<file path="src/rtl/lsu_pkg.sv">
// Shared types and constants for the load/store unit.
// State encoding, funct3 width codes, fault causes, request legality check.
package lsu_pkg;

   typedef enum logic [1:0] {
      IDLE,
      REQ,
      WAIT_R,
      DONE
   } state_t;

   localparam logic [2:0] F3_B  = 3'b000;
   localparam logic [2:0] F3_H  = 3'b001;
   localparam logic [2:0] F3_W  = 3'b010;
   localparam logic [2:0] F3_BU = 3'b100;
   localparam logic [2:0] F3_HU = 3'b101;

   localparam logic [1:0] C_NONE    = 2'b00;
   localparam logic [1:0] C_MISAL   = 2'b01;
   localparam logic [1:0] C_ILLEGAL = 2'b10;
   localparam logic [1:0] C_TIMEOUT = 2'b11;

   // Illegal width takes priority over misalignment.
   function automatic logic [1:0] req_check(
      input logic       we,
      input logic [2:0] f3,
      input logic [1:0] off
   );
      logic legal;
      logic misal;
      legal = 1'b0;
      misal = 1'b0;
      case (f3)
         F3_B:  legal = 1'b1;
         F3_H:  begin legal = 1'b1; misal = off[0]; end
         F3_W:  begin legal = 1'b1; misal = |off; end
         F3_BU: legal = ~we;
         F3_HU: begin legal = ~we; misal = off[0]; end
         default: legal = 1'b0;
      endcase
      if (!legal)
         return C_ILLEGAL;
      return misal ? C_MISAL : C_NONE;
   endfunction

endpackage

</file>
<file path="src/rtl/lsu_lane.sv">
// Byte-lane logic: byte enables, store data replication, load extraction.
// In: funct3, off (addr[1:0]), wdata, rdata. Out: be, wdata_rep, ld_ext.
module lsu_lane import lsu_pkg::*; (
   input  logic [2:0]  funct3,
   input  logic [1:0]  off,
   input  logic [31:0] wdata,
   input  logic [31:0] rdata,
   output logic [3:0]  be,
   output logic [31:0] wdata_rep,
   output logic [31:0] ld_ext
);

   logic [7:0]  lb;
   logic [15:0] lh;

   always_comb begin
      lb        = rdata[{off, 3'b000} +: 8];
      lh        = off[1] ? rdata[31:16] : rdata[15:0];
      be        = 4'b1111;
      wdata_rep = wdata;
      ld_ext    = rdata;
      case (funct3[1:0])
         2'b00: begin
            be        = 4'b0001 << off;
            wdata_rep = {4{wdata[7:0]}};
         end
         2'b01: begin
            be        = 4'b0011 << {off[1], 1'b0};
            wdata_rep = {2{wdata[15:0]}};
         end
         default: ;
      endcase
      case (funct3)
         F3_B:    ld_ext = {{24{lb[7]}}, lb};
         F3_BU:   ld_ext = {24'b0, lb};
         F3_H:    ld_ext = {{16{lh[15]}}, lh};
         F3_HU:   ld_ext = {16'b0, lh};
         default: ;
      endcase
   end

endmodule

</file>
<file path="src/rtl/lsu.sv">
// Load/store unit: core request -> req/ready + rvalid memory handshake.
// Core side: req_*, stall, ld_valid/ld_data, fault/fault_cause. Memory side: mem_*.
module lsu import lsu_pkg::*; #(
   parameter int TIMEOUT = 16
) (
   input  logic        clk,
   input  logic        reset,
   input  logic        req_valid,
   input  logic        req_we,
   input  logic [2:0]  req_funct3,
   input  logic [31:0] req_addr,
   input  logic [31:0] req_wdata,
   output logic        stall,
   output logic        ld_valid,
   output logic [31:0] ld_data,
   output logic        fault,
   output logic [1:0]  fault_cause,
   output logic        mem_req,
   output logic        mem_we,
   output logic [3:0]  mem_be,
   output logic [31:0] mem_addr,
   output logic [31:0] mem_wdata,
   input  logic        mem_ready,
   input  logic        mem_rvalid,
   input  logic [31:0] mem_rdata
);

   localparam int CW = $clog2(TIMEOUT) + 1;

   state_t        state, state_n;
   logic          we_q;
   logic [2:0]    f3_q;
   logic [31:0]   addr_q;
   logic [31:0]   wdata_q;
   logic [1:0]    cause_q;
   logic [CW-1:0] cnt;
   logic [1:0]    req_cause;
   logic          expired;
   logic [3:0]    be;
   logic [31:0]   wrep;
   logic [31:0]   ld_ext;

   assign req_cause = req_check(req_we, req_funct3, req_addr[1:0]);
   assign expired   = (cnt == CW'(TIMEOUT - 1));

   // Reset gating keeps stall low while reset is held.
   assign stall = req_valid & (state != DONE) & ~reset;

   lsu_lane u_lane (
      .funct3    (f3_q),
      .off       (addr_q[1:0]),
      .wdata     (wdata_q),
      .rdata     (mem_rdata),
      .be        (be),
      .wdata_rep (wrep),
      .ld_ext    (ld_ext)
   );

   always_ff @(posedge clk or posedge reset) begin
      if (reset)
         state <= IDLE;
      else
         state <= state_n;
   end

   always_comb begin
      state_n     = state;
      ld_valid    = 1'b0;
      fault       = 1'b0;
      fault_cause = C_NONE;
      mem_req     = 1'b0;
      mem_we      = 1'b0;
      mem_be      = 4'b0;
      mem_addr    = 32'b0;
      mem_wdata   = 32'b0;
      unique case (state)
         IDLE: begin
            if (req_valid)
               state_n = (req_cause != C_NONE) ? DONE : REQ;
         end
         REQ: begin
            mem_req   = 1'b1;
            mem_we    = we_q;
            mem_be    = be;
            mem_addr  = {addr_q[31:2], 2'b00};
            mem_wdata = wrep;
            if (mem_ready)
               state_n = we_q ? DONE : WAIT_R;
            else if (expired)
               state_n = DONE;
         end
         WAIT_R: begin
            if (mem_rvalid || expired)
               state_n = DONE;
         end
         DONE: begin
            state_n     = IDLE;
            fault       = (cause_q != C_NONE);
            fault_cause = cause_q;
            ld_valid    = ~we_q & (cause_q == C_NONE);
         end
         default: state_n = IDLE;
      endcase
   end

   always_ff @(posedge clk or posedge reset) begin
      if (reset) begin
         we_q    <= 1'b0;
         f3_q    <= 3'b0;
         addr_q  <= 32'b0;
         wdata_q <= 32'b0;
         cause_q <= C_NONE;
         cnt     <= '0;
         ld_data <= 32'b0;
      end else begin
         unique case (state)
            IDLE: begin
               if (req_valid) begin
                  we_q    <= req_we;
                  f3_q    <= req_funct3;
                  addr_q  <= req_addr;
                  wdata_q <= req_wdata;
                  cause_q <= req_cause;
                  cnt     <= '0;
               end
            end
            REQ: begin
               cnt <= cnt + 1'b1;
               if (!mem_ready && expired) begin
                  cause_q <= C_TIMEOUT;
                  ld_data <= 32'b0;
               end
            end
            WAIT_R: begin
               cnt <= cnt + 1'b1;
               if (mem_rvalid) begin
                  ld_data <= ld_ext;
               end else if (expired) begin
                  cause_q <= C_TIMEOUT;
                  ld_data <= 32'b0;
               end
            end
            default: ;
         endcase
      end
   end

endmodule

</file>
<file path="config.mk">
export PLATFORM = sky130hd
export DESIGN_NAME = lsu
export DESIGN_NICKNAME = d
export VERILOG_FILES = /design/src/rtl/lsu_pkg.sv /design/src/rtl/lsu_lane.sv /design/src/rtl/lsu.sv
export SDC_FILE = /design/constraint.sdc
export NUM_CORES = 1
export LEC_CHECK = 0
export CAP_MARGIN = 20
export CORE_UTILIZATION = 40
export CTS_BUF_LIST = sky130_fd_sc_hd__clkbuf_16
export DETAILED_ROUTE_END_ITERATION = 10
export PLACE_DENSITY = 0.74
export SYNTH_ARGS = -nofsm -noshare
export SYNTH_HDL_FRONTEND = slang
export SYNTH_SLANG_ARGS = --single-unit
</file>
<file path="constraint.sdc">
create_clock -name clk -period 3 [get_ports clk]
set_input_delay 0.3 -clock clk [delete_from_list [all_inputs] [get_ports clk]]
set_output_delay 0.3 -clock clk [all_outputs]
set_load 0.05 [all_outputs]
</file>
### After elaboration in Yosys (flattened, before gate mapping)

Index checks and enable logic that the tools add are counted.

* shift-type cells: 3
* equal/unequal tests: 20
* multiplexer cells: 33
* add/subtract/negate cells: 1
* reduce and logical (&&, ||, !) cells: 23
* bitwise logic cells: 6

Operators with widths (count)
* 2-to-1 mux 32 bit: 5
* case mux 32 bit (2 select lines): 2
* case mux 32 bit (4 select lines): 1
* variable part select 32 x 6 -> 8 bit: 1
* 2-to-1 mux 2 bit: 10
* 2-to-1 mux 16 bit: 1
* equality test 3 bit, second input constant: 4
* != test 2 bit, second input constant: 6
* case mux 5 bit (2 select lines): 1
* case mux 2 bit (4 select lines): 1
* case mux 4 bit (2 select lines): 1
* nonzero test 2 bit: 4
* OR reduction 2 bit: 4
* equality test 3 x 1 -> 1 bit, second input constant: 2
* logical NOT 2 bit: 3
* logical NOT 3 bit: 2
* 2-to-1 mux 1 bit: 6
* != test 3 bit, second input constant: 2
* case mux 2 bit (3 select lines): 1
* AND reduction 3 bit: 2
* adder 5 x 1 -> 5 bit, second input constant: 1
* equality test 5 x 4 -> 1 bit, second input constant: 1
* 2-to-1 mux 5 bit: 1
* AND reduction 5 bit: 1
* 15 further kinds: 23

* bits of input ports: 105
* bits in registers: 109
* output and inout bits: 107
* logic and storage cells: 94

### Logic depth before layout (Yosys ltp)

Gate-level depths: netlist of run 1.

* word-level depth: 9
* mapped depth: 8
* mapped depth without buffers: 7

### By module

From an unflattened synthesis of run 1, not the netlist that was laid out.

* cells, all modules: 610
* area, all modules: 6222.2 um^2

By module, submodules not included
* lsu: times used 1, sequential area each 2727.6 um^2, area an instance 4919.7 um^2, cells an instance 438
* lsu_lane: times used 1, sequential area each 0.0 um^2, area an instance 1302.5 um^2, cells an instance 172

### Least setup slack after synthesis of run 1

No wires, ideal clock.

* kind: register -> output
* start: register state[1]
* end: output port mem_be[1]
* path buffers: 2
* data arrival time: 2.435 ns
* required time: 2.700 ns
* cell stages (with the launch flop): 7
* slack: 0.265 ns
* cell sequence: dfrtp_1 inv_1 ha_1 inv_1 clkbuf_1 buf_1 a21oi_1

* longest elaborated chain between the ends: 2

RTL lines
* start: declaration: RTL line lsu.sv:30 `state_t state, state_n;`
* start signal: assignment: RTL line lsu.sv:63 `state <= state_n;`
* equality test 2 x 1 -> 1 bit: RTL line lsu.sv:76 `unique case (state)`
* 2-to-1 mux 4 bit: RTL line lsu.sv:76
* end: declaration: RTL line lsu.sv:20 `output logic [3:0] mem_be,`

No other way between the ends.

### Worst setup path in the final report of run 1

* start: register state[1]
* end: output port fault

* longest elaborated chain between the ends: 2

RTL lines
* equality test 2 bit: RTL line lsu.sv:76
* 2-to-1 mux 1 bit: RTL line lsu.sv:76
* end: declaration: RTL line lsu.sv:16 `output logic fault,`

No other way between the ends.

==> flow_summary.json, run 1 <==
{
  "wl_per_cell_um": 17.8,
  "vias_per_cell": 5.34,
  "worst_pin_slew_ns": 0.739,
  "clock_path_buffers": 2,
  "critPathKind": "flip-flop to primary output",
  "postCtsSetupRepairBufs": 0,
  "hold_viol_final": 0,
  "path_cells": "ha_1 -> and2_1 -> or2_2 -> clkdlybuf4s50_1",
  "cp_slowest_cell": "clkdlybuf4s50_1",
  "fmax_mhz": 394,
  "clkTransAtPathRegs_ns": 0.07,
  "gp_congestion": 0.857,
  "fin_crit_ns": 2.54,
  "grtUsageMet3_pct": 8.35,
  "die_y_um": 120,
  "grt_pass1_wl_um": 25700,
  "clock_sink_count": 109,
  "synth_top_family_by_area": "multiplexers",
  "area_delta_synth_final_pct": 48.8,
  "hold_ws_ns": 0.494,
  "mostFrequentLayoutCells": "142 x clkdlybuf4s50_1, 108 x dfrtp_1, 70 x mux2_2",
  "leakagePower_uw": 0.00363,
  "synth-compound-area-share_pct": 11.7,
  "busiest_layer": "met2",
  "htree_levels": 3,
  "diodes": 0,
  "worst-path-buf-inv": 1,
  "power_density_mw_per_mm2": 1190,
  "root_buffer": "clkbuf_16",
  "hpwl_um": 11900,
  "setup_viol": 0,
  "cp-endpoint": "fault",
  "reg2reg_depth": 7,
  "muxShareOfSynthArea_pct": 18.9,
  "grt-ovfl-total": 0,
  "status": "finished, final reports clean",
  "synth_xor_area_share_pct": 0,
  "drt_iter0_markers": 244,
  "cp.depth": 4,
  "core_mm2": 0.0135,
  "grt_use_met2_pct": 38.1,
  "r2r-start": "cnt[0]$_DFFE_PP0P_",
  "synth.avg_cell_area_um2": 10.7,
  "cap_violations": 0,
  "clock_latency_ns": 0.35,
  "end_kind": "primary output",
  "port-buffer-count": 209,
  "seqCellArea_mm2": 0.00273,
  "pin_count": 212,
  "path_delay_family": "buffers and inverters",
  "layout_commonest_cell": "clkdlybuf4s50_1",
  "ys_ff_latch": 109,
  "cpPeakStageDelay_ns": 0.70,
  "setup.worst_path.start": "state[1]$_DFFE_PP0P_",
  "drc": 0,
  "routed-via-count": 4804,
  "finish.net_count": 833,
  "fp-row-count": 42,
  "multiInputGateArea_mm2": 0.00269,
  "syn-instance-count": 522,
  "rsz0062_at_grt": "no",
  "rrSetupSlack_ns": 0.77,
  "min_period_over_period_pct": 84.6,
  "rr_endpoint": "ld_data[25]$_DFFE_PP0P_",
  "met1_usage_pct": 26.9,
  "slew_headroom_pct": 50.7,
  "fillers": 1094,
  "cts-buffers-inserted": 9,
  "ys_seq_area_share_pct": 48.7,
  "critPathLaunchType": "flip-flop",
  "routed_wirelength_um": 16100,
  "drtAntennaViolNets": 0,
  "synthAdderAreaFrac_pct": 1.56,
  "initial_core_util_pct": 41.7,
  "drive_gt1_share_pct": 23.3,
  "setup-tns-final_ns": 0,
  "clock_skew_ns": 0.00451,
  "min_path_type": "flip-flop to flip-flop",
  "final_max_slew_viol_count": 0,
  "syn_area_mm2": 0.00560,
  "path_max_fanout": 7,
  "yosys_warnings": 0,
  "first_global_vias": 5034,
  "dieArea_mm2": 0.0145,
  "cp.arrival_ns": 2.24,
  "cts_hold_buf": 0,
  "antenna_found_initial": 0,
  "ir_worst_vdd_mv": 0.757,
  "synthSimpleGateAreaFrac_pct": 15.5,
  "worstPathRequired_ns": 2.70,
  "grt_max_degree": 110,
  "cts_tree": "yes",
  "fp.dieW_um": 120,
  "grt_usage_pct": 22.7,
  "dr.pass1.iters": 5,
  "synthDistinctLibCells": 41,
  "cts-resized-gates": 0
}
[cells by family after synthesis]
| kind of cell | count (synthesis) |
|---|---|
| AOI/OAI and AO/OA | 95 |
| adders and majority gates | 7 |
| other | 1 |
| DFF | 109 |
| and+or+nand+nor | 170 |
| buffers and inverters | 44 |
| muxes | 96 |
[synth_stat cells (all sizes together)]
library cell	n	share of area (%)
mux2i	25	4.5
nor4	1	0.11
inv	12	0.80
and3	2	0.22
o221ai	4	0.63
or2	2	0.22
and2	40	4.5
a221oi	1	0.47
buf	18	1.7
nor2b	4	0.45
or3	3	0.33
dfrtp	109	49
mux2	70	14
o21ai	24	2.1
nor2	39	2.7
nand2b	28	3.1
nor3b	2	0.27
clkbuf	14	0.94
conb	1	0.067
o22ai	1	0.11
a22o	17	2.7
o32a	1	0.18
nor4b	1	0.16
a41o	1	0.18
o211a	1	0.18
nand3	3	0.27
a32o	8	1.4
o211ai	7	0.94
nand3b	3	0.40
a21oi	27	2.4
ha	7	1.6
mux4	1	0.40
a21o	1	0.13
o21bai	1	0.13
o31a	1	0.16
nand2	42	2.9
[area by class of cell]
class / count / share of cell area, %
inverter: 12 / 0.585
sequential: 109 / 32.7
tap: 176 / 2.64
multi-input combinational: 370 / 32.2
clock buffer: 9 / 2.70
clock inverter: 5 / 0.645
timing repair buffer: 219 / 28.5
[where the power goes]
group	switching (µW)	total [µW]	internal (µW)	leakage (µW)
registers	544	2730	2190	0.00132
clock network	536	1170	634	0.000131
logic	3570	6030	2460	0.00218
total	4650	9930	5280	0.00363
[through the flow]
stage                     cells  instance area, µm²  setup slack (ns)  util, %  power, µW
final                       900                8340             0.461     62.0       9930
after global routing        900                8340             0.382     62.0      10500
after CTS                   900                8340             0.448     62.0       9990
after detailed placement    886                8060             0.723     59.9       8790
after global placement      886                8060             0.824     59.9       8640
after floorplan             523                5610             0.265        -       6660
[flip-flops by register name (all words and copies together) (netlist names)]
name     cells
state        2
f3_q         3
wdata_q     32
addr_q      32
cnt          5
ld_data     32
cause_q      2
we_q         1
[worst min-delay path, stage by stage, from the launching register on]
cell	delay [ns]
dfrtp_1	0.35
nand2_1	0.05
o21ai_0	0.06
[routing by layer]
metal | part of all wire, % | routed length (µm)
met1 | 39 | 6280
met2 | 49 | 7880
met3 | 9.9 | 1580
met4 | 1.9 | 308
met5 | 0 | 0
[worst min-delay path by stage]
| stage | from | end | slack (ns) | cells after the start |
|---|---|---|---|---|
| floorplan | req_addr[22] | addr_q[22]$_DFFE_PP0P_ | 0.45 | 1 |
| global placement | ld_data[5]$_DFFE_PP0P_ | ld_data[5]$_DFFE_PP0P_ | 0.47 | 2 |
| detailed placement | ld_data[5]$_DFFE_PP0P_ | ld_data[5]$_DFFE_PP0P_ | 0.48 | 2 |
| CTS | ld_data[5]$_DFFE_PP0P_ | ld_data[5]$_DFFE_PP0P_ | 0.50 | 2 |
| global route | ld_data[22]$_DFFE_PP0P_ | ld_data[22]$_DFFE_PP0P_ | 0.52 | 1 |
| finish | ld_data[5]$_DFFE_PP0P_ | ld_data[5]$_DFFE_PP0P_ | 0.49 | 2 |
(Power assumes the default switching activity.)
==> run 2: changes to the inputs <==
clock period = 2 ns   (was 3 ns; I/O delays follow)
==> run 2 against run 1 <==
Effect of this change: sequential power rose by 49%; clock power is 41% higher; cell area grew 12%; hold slack worse by 0.16 ns; combinational power is 79% higher; global-route usage up 1.1 points; flip-flop and latch count unchanged; core utilization rose by 7.6 points; critical path type is now flip-flop to flip-flop; critical endpoint is now ld_data[4]$_DFFE_PP0P_; largest cell class is now buffers.
==> flow_summary.json, run 2 (synthesis gave the netlist of run 1 again) <==
{
  "dp_cells": 897,
  "routed_wirelength_um": 17100,
  "drt_iter0_markers": 305,
  "grt_pass1_wl_um": 26800,
  "end_kind": "flip-flop",
  "leakagePower_uw": 0.00392,
  "worst_pin_slew_ns": 0.514,
  "place_area_mm2": 0.00878,
  "initial_core_util_pct": 41.7,
  "fin_crit_ns": 1.97,
  "cts_hold_buf": 0,
  "final_area_mm2": 0.00936,
  "die_y_um": 120,
  "hold_viol_final": 0,
  "slew_headroom_pct": 65.6,
  "hold_ws_ns": 0.338,
  "port-buffer-count": 209,
  "min_period_over_period_pct": 98.3,
  "fillers": 977,
  "wl_per_cell_um": 18.6,
  "clock_latency_ns": 0.35,
  "fp-row-count": 42,
  "fmax_mhz": 509,
  "fp.dieW_um": 120,
  "cap_violations": 0,
  "core_mm2": 0.0135,
  "clock_sink_count": 109,
  "first_global_vias": 5164,
  "htree_levels": 3,
  "critPathLaunchType": "flip-flop",
  "vias_per_cell": 5.39,
  "cts-buffers-inserted": 9,
  "area_delta_synth_final_pct": 67.0,
  "final_max_slew_viol_count": 0,
  "clkTransAtPathRegs_ns": 0.07,
  "clock_path_buffers": 2,
  "layout_commonest_cell": "clkdlybuf4s50_1",
  "diodes": 0,
  "setup-tns-final_ns": 0,
  "mostFrequentLayoutCells": "136 x clkdlybuf4s50_1, 107 x dfrtp_1, 77 x buf_12",
  "grt-ovfl-total": 0,
  "cts_tree": "yes",
  "clock_skew_ns": 0.00651,
  "stdcell_count": 919,
  "busiest_layer": "met2",
  "critPathKind": "flip-flop to flip-flop",
  "root_buffer": "clkbuf_16",
  "grt_max_degree": 63,
  "met1_usage_pct": 27.8,
  "drive_gt1_share_pct": 34.7,
  "hpwl_um": 12500,
  "cp.arrival_ns": 2.23,
  "dr.pass1.iters": 5,
  "setup_viol": 0,
  "worstPathRequired_ns": 2.27,
  "finish.net_count": 850,
  "routed-via-count": 4950,
  "dieArea_mm2": 0.0145,
  "gp_congestion": 0.894,
  "status": "finished, final reports clean",
  "antenna_found_initial": 0,
  "pin_count": 212,
  "grt_usage_pct": 23.8,
  "min_path_type": "primary input to asynchronous set/reset pin",
  "drtAntennaViolNets": 0,
  "reg_top3": "addr_q x32, ld_data x32, wdata_q x32",
  "power_density_mw_per_mm2": 1760,
  "ir_worst_vdd_mv": 1.00,
  "grt_use_met2_pct": 39.6,
  "grtUsageMet3_pct": 10.1,
  "drc": 0,
  "reg2reg_depth": 8,
  "path_max_fanout": 14
}
## run 2: cell types whose count changed in the layout (fill, tap and decap cells not counted), moves of 4 or more
cell and delta:
buf_12 +47, buf_4 -29, and2_1 -20, and2_2 +20, nor2_1 -19, a21oi_1 -12, nor2_2 +11, nor2_4 +8
a21oi_4 +7, clkdlybuf4s50_1 -6, a21oi_2 +5, ha_1 -4
## run 2: final timing paths
kind	start	to	slack, ns
setup / recovery	cnt[0]$_DFFE_PP0P_	ld_data[4]$_DFFE_PP0P_	0.03
max in group asynchronous	reset	addr_q[4]$_DFFE_PP0P_	1.34
min in group clk	mem_rdata[3]	ld_data[3]$_DFFE_PP0P_	0.44
hold reg to reg	ld_data[3]$_DFFE_PP0P_	ld_data[3]$_DFFE_PP0P_	0.49
setup reg to reg	cnt[0]$_DFFE_PP0P_	ld_data[4]$_DFFE_PP0P_	0.03
hold / removal	reset	cnt[3]$_DFFE_PP0P_	0.34
## run 2: layer usage
layer / part of all wire, % / up-vias
li1: - / 2245
met4: 2.4 / 0
met3: 10 / 32
met5: 0 / -
met2: 49 / 218
met1: 39 / 2455
## run 2: through the flow
stage | power, µW | setup WS, ns | utilization [%]
final | 16500 | 0.0337 | 69.6
after global routing | 17300 | -0.0125 | 69.6
after CTS | 16300 | -0.00454 | 68.4
after detailed placement | 14300 | -0.152 | 65.3
after global placement | 14100 | -0.0677 | 65.3
after floorplan | 10100 | -0.429 | -
## run 2: report_power, final
group / leakage (µW) / total (µW) / internal [µW] / switching [µW]
Clock: 0.000129 / 1650 / 836 / 818
Combinational: 0.00247 / 10800 / 4780 / 6000
Sequential: 0.00132 / 4060 / 3280 / 776
Total: 0.00392 / 16500 / 8900 / 7590
## run 2: worst max-delay path: stages, from the launching register on
cell	delay, ns
dfrtp_1	0.36
ha_2	0.18
and3_4	0.20
ha_4	0.15
nor2b_1	0.27
o211a_4	0.31
buf_4	0.15
o21ai_0	0.07
o21ai_0	0.18
## run 2: timing repair
item / in CTS / in global routing
pin swaps: 0 / 2
resized for setup: 38 / 15
setup endpoints to repair: 90 / 95
buffers inserted: 1 / 3
hold endpoints to repair: 0 / 0
cloned: 0 / 3
## run 2: cell type report
type / instances / area [µm²] / share of cell area (%)
Inverter: 12 / 48.8 / 0.521
Multi-Input combinational cell: 370 / 2970 / 31.7
Clock buffer: 9 / 225 / 2.41
Clock inverter: 7 / 42.5 / 0.455
Timing Repair Buffer: 236 / 3130 / 33.4
Tap cell: 176 / 220 / 2.35
Sequential cell: 109 / 2730 / 29.2
==> run 3: changes to the inputs <==
PLACE_DENSITY = default   (was 0.74)
PLACE_DENSITY_LB_ADDON = 0.25   (was default)
==> run 3 against run 2 <==
Effect of this change: highest routed layer unchanged; worst setup slack lost 0.042 ns; the flow now finishes with violations (setup timing); total power grew 3.0%; clock power grew 9.7%; non-clock buffer count grew 5.
==> flow_summary.json, run 3 (synthesis gave the netlist of run 1 again) <==
{
  "status": "complete, but fails checks",
  "failed_checks": "setup timing",
  "htree_levels": 3,
  "diodes": 0,
  "drive_gt1_share_pct": 35.4,
  "cts-buffers-inserted": 9,
  "port-buffer-count": 209,
  "wl_met1_um": 6710,
  "routed-wl-met3_um": 1580,
  "drtAntennaViolNets": 0,
  "path_cells": "inv_2 -> ha_4 -> clkinvlp_4 -> clkbuf_16 -> a21oi_4 -> buf_12",
  "power_density_mw_per_mm2": 1780,
  "clock_latency_ns": 0.35,
  "root_buffer": "clkbuf_16",
  "critPathLaunchType": "flip-flop",
  "slew_headroom_pct": 59.4,
  "layout_setup_ws_ns": -0.00842,
  "cts_tree": "yes",
  "initial_core_util_pct": 41.7,
  "antenna_found_initial": 0,
  "min_path_type": "primary input to asynchronous set/reset pin",
  "worst_pin_slew_ns": 0.608,
  "rsz0062_at_grt": "yes",
  "cts_hold_buf": 0,
  "path_max_fanout": 7,
  "clkTransAtPathRegs_ns": 0.07,
  "dr.pass1.iters": 5,
  "total_power_uw": 17000,
  "cp.arrival_ns": 1.81,
  "grt_usage_pct": 23.2,
  "clock_path_buffers": 2,
  "vias_per_cell": 5.28,
  "reg_top3": "addr_q x32, ld_data x32, wdata_q x32",
  "cp_slowest_cell": "dfrtp_1",
  "grt_max_degree": 69,
  "pin_count": 212,
  "final_max_slew_viol_count": 0,
  "dieArea_mm2": 0.0145,
  "mostFrequentLayoutCells": "136 x clkdlybuf4s50_1, 106 x dfrtp_1, 77 x buf_12",
  "core_mm2": 0.0135,
  "layout_commonest_cell": "clkdlybuf4s50_1",
  "critPathKind": "flip-flop to primary output",
  "wl_per_cell_um": 18.6,
  "grt-ovfl-total": 0,
  "drt_iter0_markers": 205,
  "end_kind": "primary output",
  "utilization_pct": 70.7,
  "routed-via-count": 4882,
  "worstPathRequired_ns": 1.80,
  "min_period_over_period_pct": 100,
  "fp-row-count": 42,
  "fp.dieW_um": 120,
  "die_y_um": 120,
  "grt_pass1_wl_um": 26200,
  "ir_worst_vdd_mv": 0.978,
  "hpwl_um": 11900,
  "clock_sink_count": 109,
  "top_layer": "met4",
  "drc": 0,
  "cpPeakStageDelay_ns": 0.41,
  "fin_crit_ns": 2.01,
  "finish.net_count": 855,
  "hold_viol_final": 0,
  "area_delta_synth_final_pct": 69.8,
  "cap_violations": 0,
  "dr_wl_met2_um": 8510,
  "gp_congestion": 0.837,
  "leakagePower_uw": 0.00397,
  "clock_skew_ns": 0.00762,
  "first_global_vias": 5090,
  "setup_viol": 6,
  "fmax_mhz": 498,
  "routed_wirelength_um": 17200
}
-- run 3: cell count changes in the layout (fill, tap and decap cells not counted), sizes merged --
cell | previous run | this run
buf | 98 | 102
bufinv | 0 | 1
clkbuf | 11 | 12
clkinv | 5 | 4
-- run 3: critical path: cells and delay by family, from the launching register on --
kind / cells / cell delay [ns]
flops: 1 / 0.41
compound gates: 1 / 0.15
fa+ha+maj: 1 / 0.14
buf+inv: 4 / 0.76
-- run 3: worst paths after layout --
path                                              from                      end  slack (ns)  cells past startpoint
min in group clk                           req_addr[4]    addr_q[4]$_DFFE_PP0P_        0.45                      2
worst max-delay path              state[1]$_DFFE_PP0P_            mem_wdata[14]      -0.008                      6
worst min-delay path                             reset   addr_q[26]$_DFFE_PP0P_        0.34                      3
max in group asynchronous                        reset      f3_q[0]$_DFFE_PP0P_        1.08                      3
worst max register to register      cnt[1]$_DFFE_PP0P_  ld_data[24]$_DFFE_PP0P_        0.03                      8
worst min register to register  ld_data[4]$_DFFE_PP0P_   ld_data[4]$_DFFE_PP0P_        0.49                      2
-- run 3: routing by layer --
layer	GRT usage [%]	vias up
li1	-	2255
met1	27.3	2383
met2	38.9	216
met3	8.92	28
met4	7.48	0
met5	0	-
-- run 3: timing repair --
action | in CTS | in global routing
cloned | 0 | 5
pin swaps | 0 | 7
gates resized for setup | 6 | 60
buffers inserted | 1 | 10
setup endpoints to repair | 76 | 91
-- run 3: final cells by class --
class / instances / area (µm²)
repair buffers: 241 / 3180
clock buffers: 9 / 225
multi-input cells: 370 / 3040
well taps: 176 / 220
fillers: 945 / 3940
clock inverters: 7 / 67.6
inverters: 12 / 52.6
flip-flops and latches: 109 / 2730
-- run 3: power breakdown --
| group | total [µW] | switching (µW) | internal, µW | leakage (µW) |
|---|---|---|---|---|
| Clock | 1810 | 839 | 966 | 0.000144 |
| Combinational | 11100 | 6190 | 4940 | 0.00251 |
| Sequential | 4050 | 768 | 3280 | 0.00132 |
| Total | 17000 | 7790 | 9190 | 0.00397 |
-- run 3: per-stage QoR --
step / setup slack [ns] / area, µm² / instances / hold WS, ns / setup TNS [ns]
floorplan: -0.429 / 5700 / 523 / 0.351 / -7.67
global placement: -0.0585 / 8760 / 894 / 0.471 / -0.613
detailed placement: -0.142 / 8760 / 894 / 0.475 / -2.00
CTS: -0.0598 / 9090 / 911 / 0.350 / -0.461
global route: -0.0872 / 9520 / 924 / 0.374 / -2.36
finish: -0.00842 / 9520 / 924 / 0.337 / -0.0250
